`src/rtl/ram_stream_pkg.sv`:
```
// Shared definitions for the RAM stream reader.
//   state_e    : sequencer states (IDLE, RUN, DRAIN)
//   BUF_DEPTH  : output buffer depth (2 covers the 1-cycle read latency)
//   eff_count  : number of words actually readable for a request
package ram_stream_pkg;

    localparam int unsigned BUF_DEPTH = 2;

    typedef enum logic [1:0] {
        IDLE,
        RUN,
        DRAIN
    } state_e;

    // Words that fit inside the RAM. The subtraction is only evaluated when
    // base lies inside the RAM, so it never underflows.
    function automatic logic [31:0] eff_count(input logic [31:0] base,
                                              input logic [31:0] count,
                                              input logic [31:0] len);
        logic [31:0] room;
        if (base >= len) begin
            return '0;
        end
        room = len - base;
        return (count < room) ? count : room;
    endfunction

endpackage

```
`src/rtl/stream_buffer2.sv`:
```
// Two-entry synchronous FIFO holding words returned by the RAM.
//   clk, reset  : rising-edge clock, synchronous active-low reset
//   push        : write push_data this cycle
//   pop         : drop the head entry this cycle (caller ensures !empty)
//   pop_data    : head entry (0 after reset)
//   empty/count : occupancy status
// Push and pop in the same cycle leave the occupancy unchanged.
module stream_buffer2 #(
    parameter int unsigned WIDTH = 32
) (
    input  logic             clk,
    input  logic             reset,
    input  logic             push,
    input  logic [WIDTH-1:0] push_data,
    input  logic             pop,
    output logic [WIDTH-1:0] pop_data,
    output logic             empty,
    output logic [1:0]       count
);
    import ram_stream_pkg::*;

    logic [WIDTH-1:0] mem_q [BUF_DEPTH];
    logic [WIDTH-1:0] mem_d [BUF_DEPTH];
    logic             wr_ptr_q, wr_ptr_d;
    logic             rd_ptr_q, rd_ptr_d;
    logic [1:0]       count_q, count_d;

    always_comb begin
        mem_d = mem_q;
        if (push) begin
            mem_d[wr_ptr_q] = push_data;
        end
        wr_ptr_d = wr_ptr_q ^ push;
        rd_ptr_d = rd_ptr_q ^ pop;
        count_d  = count_q + {1'b0, push} - {1'b0, pop};
    end

    always_ff @(posedge clk) begin
        if (!reset) begin
            for (int unsigned i = 0; i < BUF_DEPTH; i++) begin
                mem_q[i] <= '0;
            end
            wr_ptr_q <= 1'b0;
            rd_ptr_q <= 1'b0;
            count_q  <= '0;
        end else begin
            mem_q    <= mem_d;
            wr_ptr_q <= wr_ptr_d;
            rd_ptr_q <= rd_ptr_d;
            count_q  <= count_d;
        end
    end

    assign pop_data = mem_q[rd_ptr_q];
    assign empty    = (count_q == 2'd0);
    assign count    = count_q;

endmodule

```
`src/rtl/ram_stream_reader.sv`:
```
// Read sequencer for one port of a dual-port RAM with 1-cycle registered reads.
// On start it reads base..base+n-1 (n clipped to the RAM length) and streams
// the words in order on a valid/ready interface with full backpressure.
//   start/base/count/ram_length : command, latched in IDLE
//   busy/done/clipped           : status (registered)
//   ram_*                       : RAM read port (write side tied off)
//   out_valid/out_ready/out_data: output stream
module ram_stream_reader #(
    parameter int unsigned WIDTH     = 32,
    parameter int unsigned BUF_DEPTH = 2
) (
    input  logic             clk,
    input  logic             reset,
    input  logic             start,
    input  logic [31:0]      base,
    input  logic [31:0]      count,
    output logic             busy,
    output logic             done,
    output logic             clipped,
    output logic [31:0]      ram_address,
    output logic             ram_oe,
    output logic             ram_we,
    output logic [WIDTH-1:0] ram_din,
    input  logic [WIDTH-1:0] ram_dout,
    input  logic [31:0]      ram_length,
    output logic             out_valid,
    input  logic             out_ready,
    output logic [WIDTH-1:0] out_data
);
    import ram_stream_pkg::*;

    localparam logic [2:0] CREDIT = 3'(BUF_DEPTH);

    state_e      state_q, state_d;
    logic [31:0] addr_q, addr_d;
    logic [31:0] remaining_q, remaining_d;
    logic        inflight_q, inflight_d;
    logic        busy_q, busy_d;
    logic        done_q, done_d;
    logic        clipped_q, clipped_d;

    logic        pop;
    logic        issue;
    logic        fifo_empty;
    logic [1:0]  fifo_count;
    logic [2:0]  occ_net;
    logic [2:0]  occ_after;
    logic [31:0] eff;

    always_comb begin
        pop       = !fifo_empty && out_ready;
        // Credit uses occupancy net of this cycle's pop so a steady stream
        // with out_ready high can issue every cycle; the word freed by the
        // pop is exactly the slot the new read will land in.
        occ_net   = {1'b0, fifo_count} - {2'b0, pop};
        occ_after = occ_net + {2'b0, inflight_q};
        issue     = (state_q == RUN) && (remaining_q != '0) && (occ_after < CREDIT);
        eff       = eff_count(base, count, ram_length);

        state_d     = state_q;
        addr_d      = addr_q;
        remaining_d = remaining_q;
        inflight_d  = issue;
        busy_d      = busy_q;
        done_d      = 1'b0;
        clipped_d   = clipped_q;

        case (state_q)
            IDLE: begin
                if (start) begin
                    addr_d      = base;
                    remaining_d = eff;
                    clipped_d   = (eff < count);
                    if (eff == '0) begin
                        done_d = 1'b1;
                    end else begin
                        state_d = RUN;
                        busy_d  = 1'b1;
                    end
                end
            end
            RUN: begin
                if (issue) begin
                    addr_d      = addr_q + 32'd1;
                    remaining_d = remaining_q - 32'd1;
                    if (remaining_q == 32'd1) begin
                        state_d = DRAIN;
                    end
                end
            end
            DRAIN: begin
                // Leave when the buffer will be empty after this edge; done
                // and the falling busy then appear together next cycle.
                if (occ_after == 3'd0) begin
                    state_d = IDLE;
                    busy_d  = 1'b0;
                    done_d  = 1'b1;
                end
            end
            default: begin
                state_d = IDLE;
                busy_d  = 1'b0;
            end
        endcase
    end

    always_ff @(posedge clk) begin
        if (!reset) begin
            state_q     <= IDLE;
            addr_q      <= '0;
            remaining_q <= '0;
            inflight_q  <= 1'b0;
            busy_q      <= 1'b0;
            done_q      <= 1'b0;
            clipped_q   <= 1'b0;
        end else begin
            state_q     <= state_d;
            addr_q      <= addr_d;
            remaining_q <= remaining_d;
            inflight_q  <= inflight_d;
            busy_q      <= busy_d;
            done_q      <= done_d;
            clipped_q   <= clipped_d;
        end
    end

    stream_buffer2 #(
        .WIDTH(WIDTH)
    ) u_buf (
        .clk      (clk),
        .reset    (reset),
        .push     (inflight_q),
        .push_data(ram_dout),
        .pop      (pop),
        .pop_data (out_data),
        .empty    (fifo_empty),
        .count    (fifo_count)
    );

    assign busy        = busy_q;
    assign done        = done_q;
    assign clipped     = clipped_q;
    assign ram_address = addr_q;
    assign ram_oe      = issue;
    assign ram_we      = 1'b0;
    assign ram_din     = '0;
    assign out_valid   = !fifo_empty;

endmodule
```
`config.mk`:
```
export PLATFORM = sky130hd
export DESIGN_NAME = ram_stream_reader
export DESIGN_NICKNAME = d
export VERILOG_FILES = /design/src/rtl/ram_stream_pkg.sv /design/src/rtl/stream_buffer2.sv /design/src/rtl/ram_stream_reader.sv
export SDC_FILE = /design/constraint.sdc
export NUM_CORES = 1
export LEC_CHECK = 0
export ABC_AREA = 1
export BUFFER_PORTS_ARGS = -buffer_cell sky130_fd_sc_hd__buf_2
export CORE_MARGIN = 10
export CORE_UTILIZATION = 57
export CTS_BUF_LIST = sky130_fd_sc_hd__clkbuf_4 sky130_fd_sc_hd__clkbuf_8 sky130_fd_sc_hd__clkbuf_16
export CTS_CLUSTER_SIZE = 12
export DETAILED_ROUTE_END_ITERATION = 8
export PLACE_DENSITY = 0.91
export SLEW_MARGIN = 15
export SYNTH_ARGS = -nofsm -noshare
export SYNTH_HDL_FRONTEND = slang
export SYNTH_SLANG_ARGS = --single-unit
```
`constraint.sdc`:
```
create_clock -name clk -period 5.3 [get_ports clk]
set_input_delay 0 -clock clk [delete_from_list [all_inputs] [get_ports clk]]
set_output_delay 0 -clock clk [all_outputs]
set_load 0.02 [all_outputs]
```
* After elaboration in Yosys (flattened, before gate mapping)
Cells that the tools add are included.
** Operators by class
- Add/sub/neg operators :: 7
- $lt $le $gt $ge :: 7
- Eq/ne operators :: 8
- Multiplexer cells :: 30
- Bitwise logic cells :: 5
- Reduce and logical (&&, ||, !) cells :: 15
** Operator list (count)
- $mux 32 :: 11
- $pmux 32 s2 :: 2
- $bwmux 64 :: 1
- $lt 32x32->1 :: 2
- $add 32x1->32 const B :: 1
- $demux 32 s1 :: 1
- $eq 32x1->1 const B :: 1
- $ge 32x32->1 :: 1
- $logic_not 32->1 :: 1
- $reduce_bool 32->1 :: 1
- $sub 32x1->32 const B :: 1
- $sub 32x32->32 :: 1
- $mux 2 :: 5
- $ne 2x2->1 const B :: 4
- $mux 1 :: 7
- $pmux 2 s3 :: 1
- $reduce_and 5->1 :: 1
- $ge 2x2->1 const B :: 2
- $logic_and 1x1->1 :: 4
- $logic_not 2->1 :: 2
- $not 1->2 :: 2
- $reduce_and 4->1 :: 1
- $add 3x1->3 :: 1
- $logic_not 3->1 :: 1
- 16 further kinds :: 17
** Storage, ports and cells
- Register bits :: 138
- Bits of input ports :: 132
- Output and inout bits :: 102
- Word-level logic and storage cells :: 84

* Depth between registers and ports, before layout
Gate-level depths: netlist of run 1.
- Depth in word-level cells :: 9
- Depth in mapped cells :: 37

* Cells and area by module
A second synthesis of run 1 with hierarchy kept.
** Unflattened totals
- Cells, all modules :: 1862
- Area, all modules :: 11860.1 um2
** Modules (own cells, without submodules)
- ram_stream_reader :: instances 1, cells each 1488, area an instance 9056.2 um2, seq. area each 1401.3 um2
- stream_buffer2 :: instances 1, cells each 374, area an instance 2803.9 um2, seq. area each 1361.3 um2

* Worst setup path after synthesis of run 1
OpenSTA, ideal clock, no wires.
- Path kind :: input to register
- From :: input ram_length[0]
- To :: register clipped_q, in the netlist clipped
- Setup time :: 0.071 ns
- Arrival :: 3.809 ns
- Data required time :: 5.229 ns
- Slack :: 1.420 ns
- Stages on the path :: 33
- Path through :: inv_1 ha_1 fa_1 o21ai_2 nand2_1 nand2_1 nand2_1 nand2_2 nand2_1 nand2_1 xnor2_1 ha_1 nand2_1 nor2_1 nor3_1 nand2_1 a21oi_1 nand2_2 inv_2 buf_2 nand2_1 nand3_1 inv_1 ha_1 a21oi_1 o21ai_0 nand3_1 nand2_1 nand2_1 a21oi_1 a2111oi_0 nand2_1 a21oi_1
** Between the ends
- Word-level cells in the longest chain between the ends :: 5
** Ends and longest elaborated chain
- start, declared :: line ram_stream_reader.sv:25 : input logic [31:0] ram_length,
- $sub 32x32->32 :: line ram_stream_pkg.sv:24 : room = len - base;
- $lt 32x32->1 :: line ram_stream_pkg.sv:25 : return (count < room) ? count : room;
- $mux 32 :: line ram_stream_pkg.sv:25
- $mux 32 (*) :: line ram_stream_pkg.sv:24
- $lt 32x32->1 (*) :: line ram_stream_reader.sv:73 : clipped_d = (eff < count);
- end signal, assigned :: line ram_stream_reader.sv:123 : clipped_q <= clipped_d;
- end, declared :: line ram_stream_reader.sv:40 : logic clipped_q, clipped_d;
Every way passes the cells marked *; elsewhere a longest branch is shown, timed or not.
A chain may end at the register's enable or synchronous reset.

* Final worst setup path of run 1
- From :: input base[2]
- To :: register clipped_q, in the netlist clipped
** Between the ends
- Word-level cells in the longest chain between the ends :: 5
** Ends and longest elaborated chain
- start, declared :: line ram_stream_reader.sv:15 : input logic [31:0] base,
- $sub 32x32->32 :: line ram_stream_pkg.sv:24
- $lt 32x32->1 :: line ram_stream_pkg.sv:25
- $mux 32 :: line ram_stream_pkg.sv:25
- $mux 32 (*) :: line ram_stream_pkg.sv:24
- $lt 32x32->1 (*) :: line ram_stream_reader.sv:73
Marked as above.

==> qor.csv, run 1 <==
stage,metric,value,unit
placed_design,place_worst_setup_slack,553.4,ps
logic_synthesis,ys_types,54,
timing,maxSlewViolCount,0,
pwr,p_leak,7.309,nW
clock_network,cts.sinks,138,
logic_synthesis,synth_area_leaders,"dfxtp_1 (23%), nand2_1 (14%), ha_1 (11%), nor2_1 (8.6%), inv_1 (7.1%)",
placed_design,io_buffers,200,
die,core,20300,sq um
logic_synthesis,netlist.area_leader.share,0.2346,
pwr,p_per_area,322.1,nW/um^2
worst_hold_path,hp-class,in -> reg,
logic_synthesis,yosysTopAreaCell,dfxtp_1,
logic_synthesis,syn_area,11780,sq um
clock_network,clockBufferDepth,2,
timing,fin_crit,4789,ps
setup_path,reg2reg_to,ram_address[30],
clock_network,path_clk_slew,70,ps
logic_synthesis,synth_cells,1885,
clock_network,cts_setup_buffers,0,
timing,post-route-period-util,0.9036,
setup_path,rr_startpoint,u_buf.count[1],
global_routing,grt_start_max_net_pins,113,
logic_synthesis,yosys_most_used_dff,dfxtp_1,
timing,finalHoldViolations,0,
placed_design,place_hpwl,29.19,mm
timing,fmax,0.2088,GHz
global_routing,grt_pass1_wl,63.03,mm
timing,setup_viol_count_final,0,
clock_network,cts_buffers,17,
cells_and_area,layout.cells.non_filler,2372,
placed_design,placed_cell_area,12760,sq um
route,first_iter_violations,1242,
setup_path,startpoint,base[2],
setup_path,crit_required,5660,ps
timing,relSlewSlack,0.2606,
setup_path,critPathLaunchType,input port,
global_routing,grt.overflow.total,0,
die,boundaryPins,234,
placed_design,post-place-cells,2296,
route,antenna_left,0,
setup_path,critPathMostFrequentCell,nand2_1,
logic_synthesis,syn_avg_cell_area,6.247,sq um
die,dieArea,26810,sq um
cells_and_area,post-route-cell-area,13780,sq um
timing,tns,0,ps
logic_synthesis,yosysWarnings,0,
timing,hold_slack,27.80,ps
setup_path,path_class,in -> reg,
setup_path,path_max_fanout,32,
route,drc,0,
setup_path,r2r_setup_slack,1540,ps
timing,fin_ws,510.8,ps
setup_path,path_delay_family,simple AND/OR/NAND/NOR gates,
global_routing,antenna_found_initial,1,
worst_hold_path,hold_start,base[24],
route,vias,13260,
cells_and_area,drive_gt1_frac,0.1471,
pwr,max-vdd-ir-drop,0.0002334,V
timing,worst_pin_slew,1108,ps
worst_hold_path,hold_depth,5,
flow_run,maxCapViolCount,0,
cells_and_area,num-nets-final,2322,
setup_path,worst_r2r_path_depth,18,
cells_and_area,fill_cells,1745,
clock_network,cts_tree,yes,
clock_network,htreeDepth,4,
die,initial_utilization,0.5801,
logic_synthesis,ys_ff_latch,138,
setup_path,cp_num_buf_inv,5,
die,die_x,163.7,um
logic_synthesis,yosysSeqAreaShare,0.2346,
die,rows,52,
setup_path,max_stage_delay,550,ps
route,drt_pass1_iterations,8,
cells_and_area,synthToLayoutAreaGrowth,17.01,%
global_routing,grtUsageTotal,0.2838,
global_routing,grt_pass1_vias,12970,
setup_path,cp-end-kind,flip-flop,
route,drt-total-wl,38.93,mm
setup_path,worstPathArrival,5150,ps
run_status,outcome,completed,
worst_hold_path,hold_path_end,ram_address[24],
logic_synthesis,synth_edf_count,0,
clock_network,root_buffer,clkbuf_16,
clock_network,clock_latency,430,ps
timing,fin_worst_skew,17.80,ps
die,fp.dieH,163.7,um
route,routedWlPerCell,16.41,um
logic_synthesis,synth_async_sr_flop_share,0,
setup_path,crit_slowest_cell,dlygate4sd3_1,
route,avgViaCountPerCell,5.591,
placed_design,place_congestion,1.044,
-- metal layers --
layer  up-vias  global-route usage  part of all wire
li1       6454                   -                 -
met1      6009              0.3384              0.39
met2       682              0.4708              0.46
met3       116             0.06208             0.094
met4         0              0.1466             0.049
met5         -                   0                 0
-- layout make-up --
| cell class | count | area (sq um) | area share |
|---|---|---|---|
| diodes | 2 | 5.005 | 0.0003632 |
| clock buffers | 17 | 425.4 | 0.03088 |
| clock inverters | 15 | 147.6 | 0.01072 |
| inverters | 233 | 877.1 | 0.06366 |
| multi-input cells | 1445 | 7722 | 0.5605 |
| flip-flops and latches | 138 | 2763 | 0.2005 |
| well taps | 270 | 337.8 | 0.02452 |
| repair buffers | 252 | 1500 | 0.1089 |
-- synthesized netlist by cell type, types with 2 or more instances --
master    instances
o22ai_1           2
nor3_2            2
o21a_1            3
xor2_1           33
o21ai_1           4
o211ai_1         17
nor2_2            8
a31oi_1          11
ha_1            101
and3_1            2
dfxtp_1         138
nor2_4            3
clkbuf_1         46
a21oi_1         147
buf_4            33
or2_2             5
o21ai_2           2
a211oi_1          7
nor3_1           25
o311ai_0          3
clkinv_1          2
o221a_2           2
inv_2             8
nand2_2          20
buf_2            18
a21o_1            3
xnor2_1          25
nor2_1          269
o21bai_1          4
nor4_1            7
nand3_1          72
o21ai_0         159
nand2_1         433
nand4_1          14
inv_1           223
buf_6             4
nand3b_1          7
fa_1              2
nand3_2           6
-- registers in the layout, indices dropped and copies added (netlist names), 2 cells and up --
register / cells
ram_address: 32
remaining_q: 32
state_q: 2
u_buf.mem_q: 64
u_buf.count: 2
-- layout by cell type (no fill, tap or decap), types with 33 or more instances in the layout --
cell	instances
nand3_1	72
ha_1	101
a21oi_1	144
o21ai_0	159
xor2_1	33
dfxtp_1	138
nand2_1	433
dlygate4sd3_1	42
buf_2	200
nor2_1	268
inv_1	223
conb_1	33
-- how the worst max path moves through the flow --
stage	end	slack [ps]	cells after the start
final	clipped	510	34
after global placement	clipped	670	32
after floorplan	clipped	1420	33
after CTS	clipped	520	33
after global routing	clipped	-3	34
after detailed placement	clipped	550	32
-- cell families (layout without fill, tap and decap cells) --
logic type	count (synthesis)	after routing	share of synthesized area
xor+xnor	59	59	0.04452
flops	138	138	0.2346
buf+inv	334	517	0.1215
compound gates	371	371	0.1720
other cells	1	35	0.0003185
simple gates	879	879	0.3163
fa+ha+maj	103	103	0.1107
-- per-stage QoR --
stage	utilization	total power [mW]
3_3_place_gp	0.6286	3.149
3_5_place_dp	0.6286	3.212
5_1_grt	0.6786	4.742
2_1_floorplan	-	2.717
4_1_cts	0.6776	4.406
6_report	0.6787	4.438
-- tightest hold or removal path: stages --
cell and delay (ps):
buf_2 80, inv_1 80, nor2_1 110, a21oi_1 50
a21oi_1 100
-- power by group --
part / switching [mW] / internal [mW] / total, mW / leakage, nW
registers: 0.143 / 1.19 / 1.33 / 1.13
logic: 1.30 / 0.649 / 1.95 / 5.90
clock network: 0.536 / 0.626 / 1.16 / 0.280
total: 1.98 / 2.46 / 4.44 / 7.31
-- repair_timing --
item / 4_1_cts / 5_1_grt
endpoints found under the setup margin: 0 / 1
resized for setup: 0 / 7
hold endpoints to repair: 76 / 0
hold buffers: 42 / 0
No activity file was read; power rests on OpenSTA's default activity.
==> run 2, diff against run 1 <==
- CORE_UTILIZATION: 57 -> 50
- PLACE_DENSITY: 0.91 -> 0.83
- RECOVER_POWER: default -> 100
==> run 2 against run 1 <==
  * The run now ends with capacitance limit, slew limit left
  * Combinational power shrank 2%
  * Setup slack lost 120 ps
  * Clock skew grew 4.8 ps
  * Critical path type unchanged
  * Critical endpoint unchanged
==> qor.csv, run 2 (same netlist as run 1, synthesis figures left out) <==
stage,metric,value,unit,change
timing,setup_viol_count_final,0,,unchanged
setup_path,max_stage_delay,550,ps,about the same
clock_network,root_buffer,clkbuf_16,,
clock_network,clockBufferDepth,2,,unchanged
route,routedWlPerCell,15.99,um,-2.6%
worst_hold_path,hold_depth,5,,unchanged
route,avgViaCountPerCell,5.430,,-2.9%
setup_path,critPathMostFrequentCell,nand2_1,,
run_status,violations,"capacitance limit, slew limit",,
timing,fmax,0.2036,GHz,-2.5%
clock_network,cts.sinks,138,,unchanged
placed_design,place_congestion,1.080,,+3.4%
die,dieArea,30090,sq um,+12%
global_routing,grt.overflow.total,0,,unchanged
route,first_iter_violations,1103,,-11%
clock_network,cts_buffers,17,,unchanged
cells_and_area,synthToLayoutAreaGrowth,16.67,%,
timing,relSlewSlack,-0.09048,,-0.3511
cells_and_area,fill_cells,2259,,+29%
run_status,outcome,"complete, but fails checks",,
pwr,p_leak,7.037,nW,-3.7%
clock_network,cts_setup_buffers,0,,unchanged
global_routing,use_met3,0.05707,,-0.005009
placed_design,place_hpwl,29.40,mm,+0.72%
route,antenna_left,0,,unchanged
timing,post-route-period-util,0.9267,,+0.02308
global_routing,met2_usage,0.4041,,-0.06668
cells_and_area,num-nets-final,2323,,+0.043%
global_routing,grt_pass1_vias,12720,,-1.9%
cells_and_area,post-route-cell-area,13740,sq um,-0.29%
die,initial_utilization,0.5047,,-0.07540
clock_network,htreeDepth,4,,unchanged
placed_design,place_worst_setup_slack,647.9,ps,+94.54 ps
global_routing,grt_pass1_wl,62.53,mm,-0.79%
timing,fin_ws,388.5,ps,-122.3 ps
timing,hold_slack,38.93,ps,+11.13 ps
setup_path,path_class,in -> reg,,
setup_path,path_max_fanout,17,,-47%
setup_path,worst_r2r_path_depth,18,,unchanged
setup_path,cp.depth,34,,unchanged
timing,tns,0,ps,unchanged
global_routing,busiest_layer,met2,,
timing,finalHoldViolations,0,,unchanged
setup_path,cp_num_buf_inv,6,,+1
die,fp.dieH,173.5,um,+5.9%
flow_run,maxCapViolCount,2,,+2
cells_and_area,layout_commonest_cell,nand2_1,,
clock_network,clock_latency,430,ps,about the same
setup_path,crit_slowest_cell,dlygate4sd3_1,,
timing,rsz0062_at_grt,false,,
die,die_x,173.5,um,+5.9%
route,drt_pass1_iterations,5,,-3
pwr,p_per_area,323.8,nW/um^2,+0.51%
route,drt-total-wl,38.74,mm,-0.51%
setup_path,critPathLaunchType,input port,,
setup_path,crit_required,5640,ps,-20 ps
timing,fin_crit,4911,ps,+122.3 ps
placed_design,io_buffers,200,,unchanged
route,drc,0,,unchanged
die,rows,56,,+7.7%
global_routing,grt_start_max_net_pins,112,,-0.88%
die,core,23330,sq um,+15%
cells_and_area,largest_register,u_buf.mem_q,,
worst_hold_path,hp-class,in -> reg,,
timing,worst_pin_slew,1636,ps,+527.9 ps
clock_network,path_clk_slew,70,ps,about the same
clock_network,cts_tree,yes,,
timing,maxSlewViolCount,70,,+70
setup_path,cp-end-kind,flip-flop,,
setup_path,worstPathArrival,5250,ps,+100 ps
global_routing,use_met1,0.2990,,-0.03940
route,vias,13150,,-0.83%
placed_design,placed_cell_area,12840,sq um,+0.60%
cells_and_area,drive_gt1_frac,0.1114,,-0.03577
timing,fin_worst_skew,22.63,ps,+4.838 ps
die,boundaryPins,234,,unchanged
cells_and_area,final_cell_mix,"nand2_1 (434), nor2_1 (269), inv_1 (223)",,
setup_path,path_delay_family,compound AO/OA/AOI/OAI gates,,
global_routing,antenna_found_initial,2,,+1
global_routing,grtUsageTotal,0.2479,,-0.03590
cells_and_area,largest_register_ffs,64,,unchanged
pwr,max-vdd-ir-drop,0.0002130,V,-8.8%
## run 2: per-layer routing
layer / vias to the layer above / share of wire
met5: - / 0.00062
met2: 631 / 0.45
li1: 6442 / -
met3: 101 / 0.083
met4: 2 / 0.048
met1: 5975 / 0.41
## run 2: worst reg2reg max path, cell delays in order (launching register included)
cell,delay (ps)
dfxtp_1,330
inv_1,90
nand2_1,100
nand2_1,120
inv_1,50
ha_1,260
inv_1,50
ha_1,120
inv_1,50
fa_1,500
o21ai_0,90
a21oi_1,160
o21ai_0,90
or2_2,300
nand2_1,910
inv_2,680
a21oi_1,430
o21ai_0,160
a21oi_1,140
## run 2: report_power, final
part / leakage (nW) / switching (mW) / internal (mW) / total (mW)
combinational: 5.62 / 1.29 / 0.623 / 1.91
clock: 0.290 / 0.526 / 0.681 / 1.21
sequential: 1.13 / 0.142 / 1.19 / 1.33
total: 7.04 / 1.96 / 2.49 / 4.45
## run 2: layout make-up
type / count / area (sq um) / area share
Antenna cell: 2 / 5.005 / 0.0003643
Clock buffer: 18 / 439.2 / 0.03197
Clock inverter: 14 / 148.9 / 0.01084
Inverter: 233 / 874.6 / 0.06366
Multi-Input combinational cell: 1445 / 7706 / 0.5609
Sequential cell: 138 / 2763 / 0.2011
Tap cell: 319 / 399.1 / 0.02905
Timing Repair Buffer: 253 / 1403 / 0.1021
## run 2: through the flow
stage,std cells,power [mW],utilization
final,2422,4.448,0.5888
after global routing,2422,4.768,0.5888
after CTS,2420,4.462,0.5930
after detailed placement,2347,3.221,0.5502
after global placement,2347,3.169,0.5502
after floorplan,1917,2.717,-
## run 2: path summary, 6_finish.rpt
kind	from	to	slack, ps
worst max-delay path	base[2]	clipped	390
worst min-delay path	base[13]	ram_address[13]	40
worst max register to register	u_buf.count[1]	remaining_q[19]	590
worst min register to register	u_buf.mem_q[44]	u_buf.mem_q[44]	470
## run 2: timing repair
action	CTS	global route
setup endpoints to repair	0	1
hold buffers	41	0
endpoints found under the hold margin	74	0
resized for setup	0	2
==> run 3, diff against run 2 <==
- PLACE_DENSITY: 0.83 -> 0.85
- clock period: 5.3 -> 4.41 ns (I/O delays scaled with it)
==> run 3 against run 2 <==
  * The flow still finishes with violations (capacitance limit, slew limit)
  * Largest power group unchanged
  * Sequential share of layout area fell by 0.58 points
  * Final cell count rose by 1.9%
  * Combinational power rose by 27%
  * Clock skew fell by 10 ps
  * Die area did not move
  * Clock power rose by 18%
  * Design area rose by 3.0%
  * Via count rose by 1.2%
  * Largest cell class unchanged
  * Sequential cell count did not move
  * Global-route usage rose by 0.095 points
  * Power rose by 22%
==> qor.csv, run 3 (same netlist as run 1, synthesis figures left out) <==
stage,metric,value,unit,change
die,dieArea,30090,sq um,unchanged
route,routedWlPerCell,15.71,um,-1.8%
timing,fin_ws,350.6,ps,-37.95 ps
timing,maxSlewViolCount,150,,+110%
route,antenna_left,0,,unchanged
placed_design,post-place-cells,2390,,+1.8%
clock_network,htreeDepth,4,,unchanged
run_status,violations,"capacitance limit, slew limit",,
route,vias,13310,,+1.2%
timing,relSlewSlack,-0.7748,,-0.6843
setup_path,crit_required,4760,ps,-880 ps
timing,fmax,0.2463,GHz,
setup_path,critPathLaunchType,input port,,
die,fp.dieH,173.5,um,unchanged
pwr,p_per_area,385.1,nW/um^2,+19%
cells_and_area,num-nets-final,2366,,+1.9%
cells_and_area,post-route-cell-area,14150,sq um,+3.0%
timing,worst_pin_slew,2662,ps,+1026 ps
timing,fin_crit,4059,ps,
global_routing,grt_pass1_wl,63.10,mm,+0.91%
cells_and_area,final_cell_mix,"nand2_1 (434), nor2_1 (267), inv_1 (224)",,
clock_network,clock_latency,430,ps,about the same
clock_network,cts.sinks,138,,unchanged
clock_network,root_buffer,clkbuf_16,,
global_routing,antenna_found_initial,4,,+2
setup_path,path_class,in -> reg,,
cells_and_area,fill_cells,2159,,-4.4%
cells_and_area,multi_input_area,7756,sq um,+0.65%
die,rows,56,,unchanged
route,first_iter_violations,1104,,+0.091%
clock_network,cts_tree,yes,,
cells_and_area,ff_latch_area,2763,sq um,unchanged
die,die_x,173.5,um,unchanged
clock_network,cts_setup_buffers,0,,unchanged
setup_path,critPathMostFrequentCell,nand2_1,,
cells_and_area,layout.cells.non_filler,2467,,+1.9%
timing,hold_slack,26.41,ps,-12.52 ps
clock_network,path_clk_slew,70,ps,about the same
route,drt_pass1_iterations,5,,unchanged
run_status,outcome,"complete, but fails checks",,
placed_design,place_worst_setup_slack,-125.9,ps,-773.8 ps
cells_and_area,layout_commonest_cell,nand2_1,,
clock_network,cts_buffers,17,,unchanged
flow_run,maxCapViolCount,3,,+1
clock_network,clockBufferDepth,2,,unchanged
setup_path,crit_slowest_cell,fa_1,,
route,drt-total-wl,38.76,mm,about the same
worst_hold_path,hp-class,in -> reg,,
placed_design,placed_cell_area,13190,sq um,+2.7%
die,core,23330,sq um,unchanged
placed_design,io_buffers,200,,unchanged
setup_path,max_stage_delay,430,ps,-120 ps
global_routing,grt.overflow.total,0,,unchanged
timing,setup_viol_count_final,0,,unchanged
setup_path,cp-end-kind,flip-flop,,
placed_design,place_hpwl,29.62,mm,+0.74%
setup_path,worstPathArrival,4410,ps,-840 ps
timing,fin_worst_skew,12.56,ps,-10.07 ps
cells_and_area,synthToLayoutAreaGrowth,20.16,%,
placed_design,place_congestion,0.9914,,-8.2%
global_routing,grtUsageTotal,0.2489,,+0.0009509
route,avgViaCountPerCell,5.395,,-0.64%
global_routing,grt_pass1_vias,12980,,+2.0%
cells_and_area,largest_register_ffs,64,,unchanged
die,boundaryPins,234,,unchanged
pwr,fin_total_pwr,5.449,mW,+22%
cells_and_area,largest_register,u_buf.mem_q,,
timing,finalHoldViolations,0,,unchanged
pwr,max-vdd-ir-drop,0.0002623,V,+23%
pwr,p_leak,7.251,nW,+3.0%
cells_and_area,drive_gt1_frac,0.1334,,+0.02202
timing,post-route-period-util,0.9205,,
global_routing,grt_start_max_net_pins,82,,-27%
setup_path,path_max_fanout,12,,-5
route,drc,0,,unchanged
die,initial_utilization,0.5047,,unchanged
==> run 3: metal layers <==
metal  up-vias  track usage  wire (um)
li1       6533            -          -
met1      6089       0.2903      15810
met2       589       0.4182      18100
met3        99      0.06121       3123
met4         0       0.1215       1726
met5         -            0          0
==> run 3: worst max-delay path, delay by kind of cell <==
family	cells	cell delay (ps)
simple gates	16	1470
buf+inv	5	500
xor+xnor	1	170
compound gates	5	1050
fa+ha+maj	4	1230
==> run 3: worst paths after layout <==
path | startpoint | end | slack [ps] | cells after the start
min reg2reg | busy | busy | 470 | 2
min | base[10] | ram_address[10] | 30 | 5
max reg2reg | u_buf.count[1] | ram_address[30] | 480 | 18
max | base[0] | clipped | 350 | 31
==> run 3: power by group <==
part | switching, mW | internal, mW | leakage (nW) | total, mW
Sequential | 0.172 | 1.42 | 1.13 | 1.60
Combinational | 1.58 | 0.849 | 5.84 | 2.42
Clock | 0.664 | 0.764 | 0.283 | 1.43
==> run 3: area by class of cell <==
cell class,count,share of cell area
multi-input cells,1445,0.5482
repair buffers,296,0.1234
well taps,319,0.02821
flip-flops and latches,138,0.1953
inverters,233,0.06199
clock inverters,15,0.01220
clock buffers,17,0.03007
diodes,4,0.0007075
==> run 3: repair_timing <==
item / CTS / global route
endpoints found under the hold margin: 74 / 0
gates resized for setup: 0 / 14
hold buffers: 41 / 0
setup endpoints to repair: 0 / 1
==> run 3: through the flow <==
stage	TNS, ps	util
global route	-10.71	0.6064
global placement	0	0.5651
finish	0	0.6064
detailed placement	-125.9	0.5651
CTS	0	0.6083
floorplan	0	-
